## src/rtl/ps2_key_sequencer.sv

```systemverilog
// PS/2 scan-code sequencer: pops bytes from the receiver FIFO, folds E0/F0 prefixes
// into key events, and tracks the held key, press count and sticky error flags.
module ps2_key_sequencer #(
  parameter logic [23:0] PREFIX_TIMEOUT = 24'd1000000
) (
  input  logic       clk,
  input  logic       rst,
  input  logic [7:0] fifo_data,
  input  logic       fifo_ready,
  input  logic       fifo_overflow,
  output logic       fifo_nextdata_n,
  input  logic       clr_err,
  output logic       key_valid,
  output logic [7:0] key_code,
  output logic       key_ext,
  output logic       key_release,
  output logic       key_repeat,
  output logic       key_held,
  output logic [7:0] press_count,
  output logic       overflow_err,
  output logic       timeout_err
);

  localparam logic [1:0] WAIT = 2'd0;
  localparam logic [1:0] POP  = 2'd1;
  localparam logic [1:0] GAP  = 2'd2;

  localparam logic [7:0] CODE_EXT = 8'hE0;
  localparam logic [7:0] CODE_BRK = 8'hF0;

  logic [1:0]  state;
  logic        ext_pend;
  logic        brk_pend;
  logic [23:0] timer;
  logic [23:0] timer_inc;
  logic [7:0]  held_code;
  logic        held_ext;
  logic        held_match;
  logic        timer_expired;

  assign timer_inc  = timer + 24'd1;
  assign held_match = key_held && (held_code == fifo_data) && (held_ext == ext_pend);

  // A prefix only ages while the FSM is idle with nothing new to pop.
  assign timer_expired = (state == WAIT) && !fifo_ready && (ext_pend || brk_pend) &&
                         (timer_inc >= PREFIX_TIMEOUT);

  always_ff @(posedge clk or negedge rst) begin
    if (!rst) begin
      state           <= WAIT;
      fifo_nextdata_n <= 1'b1;
      key_valid       <= 1'b0;
      key_code        <= 8'h00;
      key_ext         <= 1'b0;
      key_release     <= 1'b0;
      key_repeat      <= 1'b0;
      key_held        <= 1'b0;
      press_count     <= 8'h00;
      ext_pend        <= 1'b0;
      brk_pend        <= 1'b0;
      timer           <= 24'd0;
      held_code       <= 8'h00;
      held_ext        <= 1'b0;
    end else begin
      key_valid <= 1'b0;
      case (state)
        WAIT: begin
          if (fifo_ready) begin
            // The byte is classified as it is latched so key_valid lines up with the pop cycle.
            state           <= POP;
            fifo_nextdata_n <= 1'b0;
            timer           <= 24'd0;
            if (fifo_data == CODE_EXT) begin
              ext_pend <= 1'b1;
            end else if (fifo_data == CODE_BRK) begin
              brk_pend <= 1'b1;
            end else begin
              key_valid   <= 1'b1;
              key_code    <= fifo_data;
              key_ext     <= ext_pend;
              key_release <= brk_pend;
              ext_pend    <= 1'b0;
              brk_pend    <= 1'b0;
              if (!brk_pend) begin
                if (held_match) begin
                  key_repeat <= 1'b1;
                end else begin
                  key_repeat  <= 1'b0;
                  press_count <= press_count + 8'd1;
                  held_code   <= fifo_data;
                  held_ext    <= ext_pend;
                  key_held    <= 1'b1;
                end
              end else begin
                key_repeat <= 1'b0;
                if (held_match) begin
                  key_held <= 1'b0;
                end
              end
            end
          end else if (ext_pend || brk_pend) begin
            if (timer_expired) begin
              ext_pend <= 1'b0;
              brk_pend <= 1'b0;
              timer    <= 24'd0;
            end else begin
              timer <= timer_inc;
            end
          end
        end
        POP: begin
          state           <= GAP;
          fifo_nextdata_n <= 1'b1;
        end
        GAP: begin
          state <= WAIT;
        end
        default: begin
          state           <= WAIT;
          fifo_nextdata_n <= 1'b1;
        end
      endcase
    end
  end

  // Each sticky flag gives its own set condition priority over the clear.
  always_ff @(posedge clk or negedge rst) begin
    if (!rst) begin
      overflow_err <= 1'b0;
      timeout_err  <= 1'b0;
    end else begin
      if (fifo_overflow) begin
        overflow_err <= 1'b1;
      end else if (clr_err) begin
        overflow_err <= 1'b0;
      end
      if (timer_expired) begin
        timeout_err <= 1'b1;
      end else if (clr_err) begin
        timeout_err <= 1'b0;
      end
    end
  end

endmodule

```

## config.mk

```make
export PLATFORM = sky130hd
export DESIGN_NAME = ps2_key_sequencer
export DESIGN_NICKNAME = d
export VERILOG_FILES = /design/src/rtl/ps2_key_sequencer.sv
export SDC_FILE = /design/constraint.sdc
export NUM_CORES = 1
export LEC_CHECK = 0
export ABC_AREA = 1
export BUFFER_PORTS_ARGS = -buffer_cell sky130_fd_sc_hd__buf_2
export CAP_MARGIN = 5
export CORE_UTILIZATION = 61
export CTS_BUF_LIST = sky130_fd_sc_hd__clkbuf_8
export DETAILED_ROUTE_END_ITERATION = 12
export PLACE_DENSITY = 0.88
export SYNTH_ARGS = -nofsm -noshare
export SYNTH_HDL_FRONTEND = slang
export SYNTH_SLANG_ARGS = --single-unit
```

## constraint.sdc

```tcl
create_clock -name clk -period 2.4 [get_ports clk]
set_input_delay 0.48 -clock clk [delete_from_list [all_inputs] [get_ports clk]]
set_output_delay 0.48 -clock clk [all_outputs]
set_load 0.02 [all_outputs]
```

==> results.yml <==
layout:
  nNetsFinal: 475
  regArea_sq_um: 1528
  num_antenna_cells: 0
  drive_above_1_share_pct: 24.19
  syn2layout_area_growth_pct: 15.32
  fillCellCount: 361
  multiInputGateArea_sq_um: 1593
floorplanning:
  core_area_sq_um: 5238
  fp.dieW_um: 76.46
  die_area_sq_um: 5846
  num_io_pins: 37
  initial_core_util_pct: 64.57
  dieHeight_um: 76.46
  rows: 26
placed_design:
  portBuffers: 36
  hpwl_um: 5421
  gp_congestion: 0.8585
  place_ws_ns: -0.02082
clock_network:
  cts_max_path_buffers: 2
  post_cts_buffers: 0
  cts.repair.resized: 0
  cts.sinks: 61
  cts_hold_buf: 0
  path_clk_slew_ns: 0.07
  cts_tree: "yes"
  cts_buffers: 9
  clock-root-buffer: "clkbuf_8"
  h-tree-depth: 3
  worstSkewPairLatency_ns: 0.34
sta:
  tightestPinTransition_ns: 0.5647
  setup_violations: 0
  slew_viol_final: 0
  fmax_ghz: 0.4486
  worst_slack_ns: 0.1707
  post-route-period-util_pct: 92.89
  period_needed_ns: 2.229
  rsz0062_at_grt: "yes"
  hold_viol: 0
  relSlewSlack_pct: 62.35
  skew_ns: 0.01065
setup_path:
  setup.worst_path.end_class: "flop"
  crit_arrival_ns: 2.48
  cp-start-kind: "flop"
  crit_type: "flop to flop"
  worstPathRequired_ns: 2.65
  cp_max_fo: 18
run:
  maxCapViolations: 0
routing:
  wirelength_um: 7390
  vias_per_cell: 5.366
  drtIter0Drc: 155
  ant_nets: 0
  wl_per_cell_um: 13.86
  drc: 0
  firstDrtPassIters: 4
  via_count: 2860
power_and_ir_drop:
  p_leak_uw: 0.001880
  irDropWorstVdd_uv: 800.1
  total_power_uw: 2805
  power_per_cell_area_nw_per_um2: 719.1
synthesis:
  netlist_instances: 408
  synth_nets: 425
  yosysTopAreaCellShare_pct: 44.40
  yosysTopAreaCell: "dfrtp_1"
  ys_types: 37
  synth.area.top_cells: "dfrtp_1 (44%), nand2_1 (11%), inv_1 (6.3%), nor2_1 (4.1%), o21ai_0 (4.0%)"
  ys_ff_latch: 61
  syn-mean-instance-area_sq_um: 8.289
  synth.yosys.seq_area_share_pct: 45.17
  syn_area_sq_um: 3382
  ys_warn_count: 0
global_route:
  antenna_found_initial: 0
  grt_pass1_vias: 2943
  grt_overflow_total: 0
  grt_pass1_wl_um: 12830
  grt_max_degree: 26
  track_usage_pct: 27.85
run_status:
  outcome: "complete, no violations"
hold_path:
  hold_class: "primary input to async pin"
-- synthesized netlist by cell type (all sizes together) --
cell,n
nand2,119
dfrtp,60
inv,57
nor2,46
o21ai,32
nand3,24
o22ai,15
xor2,12
a21oi,6
xnor2,6
ha,4
nand4,4
nor3,4
buf,3
clkbuf,3
or2,3
a221oi,2
nor4,2
dfstp,1
dlygate4sd1,1
mux2,1
nand3b,1
nor2b,1
o21bai,1
-- report_power, final --
group,switching [uW],internal [uW]
Clock,412,536
Sequential,124,1170
Combinational,358,205
Total,894,1910
-- registers in the layout, indices dropped and copies added (netlist names) --
name,count
brk_pend,1
fifo_nextdata_n,1
key_code,8
key_repeat,1
ext_pend,1
state,2
held_code,8
key_release,1
key_ext,1
key_valid,1
timer,24
held_ext,1
timeout_err,1
key_held,1
overflow_err,1
press_count,8
-- layer usage --
layer | GRT usage (%) | wire length (um) | vias up
met5 | 0 | 0 | -
met4 | 11.92 | 128 | 0
met3 | 5.150 | 336 | 14
met2 | 49.37 | 3876 | 75
met1 | 32.94 | 3048 | 1374
li1 | - | - | 1397
-- path summary, 6_finish.rpt --
kind                                    to  cells after the start    startpoint  slack, ns
max                           held_code[0]                     10  held_code[7]       0.17
min                               timer[6]                      1           rst       0.13
max reg2reg                   held_code[0]                     10  held_code[7]       0.17
min reg2reg                       state[1]                      1      state[1]       0.43
max in group asynchronous  fifo_nextdata_n                      2           rst       1.57
min in group clk              overflow_err                      2       clr_err       0.34
-- cell families (layout without fill, tap and decap cells) --
family                   count (synthesis)  after routing  synth area share, %
adder cells (fa/ha/maj)                  4              4                1.480
multiplexers                             1              1               0.3329
AO/OA/AOI/OAI                           56             56                11.21
buffers and inverters                   64            119                7.991
AND/OR/NAND/NOR                        204            204                28.93
XOR/XNOR                                18             18                4.884
flip-flops                              61             61                45.17
-- area by class of cell --
class,instances,area share [%]
Clock buffer,11,3.882
Clock inverter,5,1.508
Inverter,57,5.486
Multi-Input combinational cell,283,40.84
Sequential cell,61,39.17
Tap cell,70,2.246
Timing Repair Buffer,46,6.866
-- layout by cell type, fill, tap and decap left out, drive strengths merged, types with 2 or more instances in the layout --
master      n
buf        46
clkinvlp    2
inv        57
ha          4
nor3        4
dfrtp      60
o21ai      32
a221oi      2
xor2       12
clkinv      2
nand4       4
nand3      24
nor2       46
clkbuf     11
xnor2       6
nand2     119
nor4        2
o22ai      15
or2         3
a21oi       6
-- stage by stage --
step | setup TNS (ns) | utilization, % | instance area, sq um | hold slack [ns] | std cells
after detailed placement | -0.04086 | 70.28 | 3681 | 0.4185 | 517
after global routing | -0.0008145 | 74.46 | 3900 | 0.1570 | 533
after global placement | 0 | 70.28 | 3681 | 0.4120 | 517
final | 0 | 74.46 | 3900 | 0.1253 | 533
after CTS | 0 | 74.30 | 3891 | 0.1329 | 533
after floorplan | 0 | - | 3382 | 0.1844 | 408
-- worst max-delay path, cell delays in order (launching register included) --
cell	delay, ns
dfrtp_1	0.40
xor2_1	0.14
or2_2	0.29
nor4_1	0.33
buf_4	0.17
inv_1	0.04
ha_1	0.19
nand2_1	0.16
buf_4	0.24
nand2_1	0.09
o21ai_0	0.09
Power figures use the tool's default switching activity.
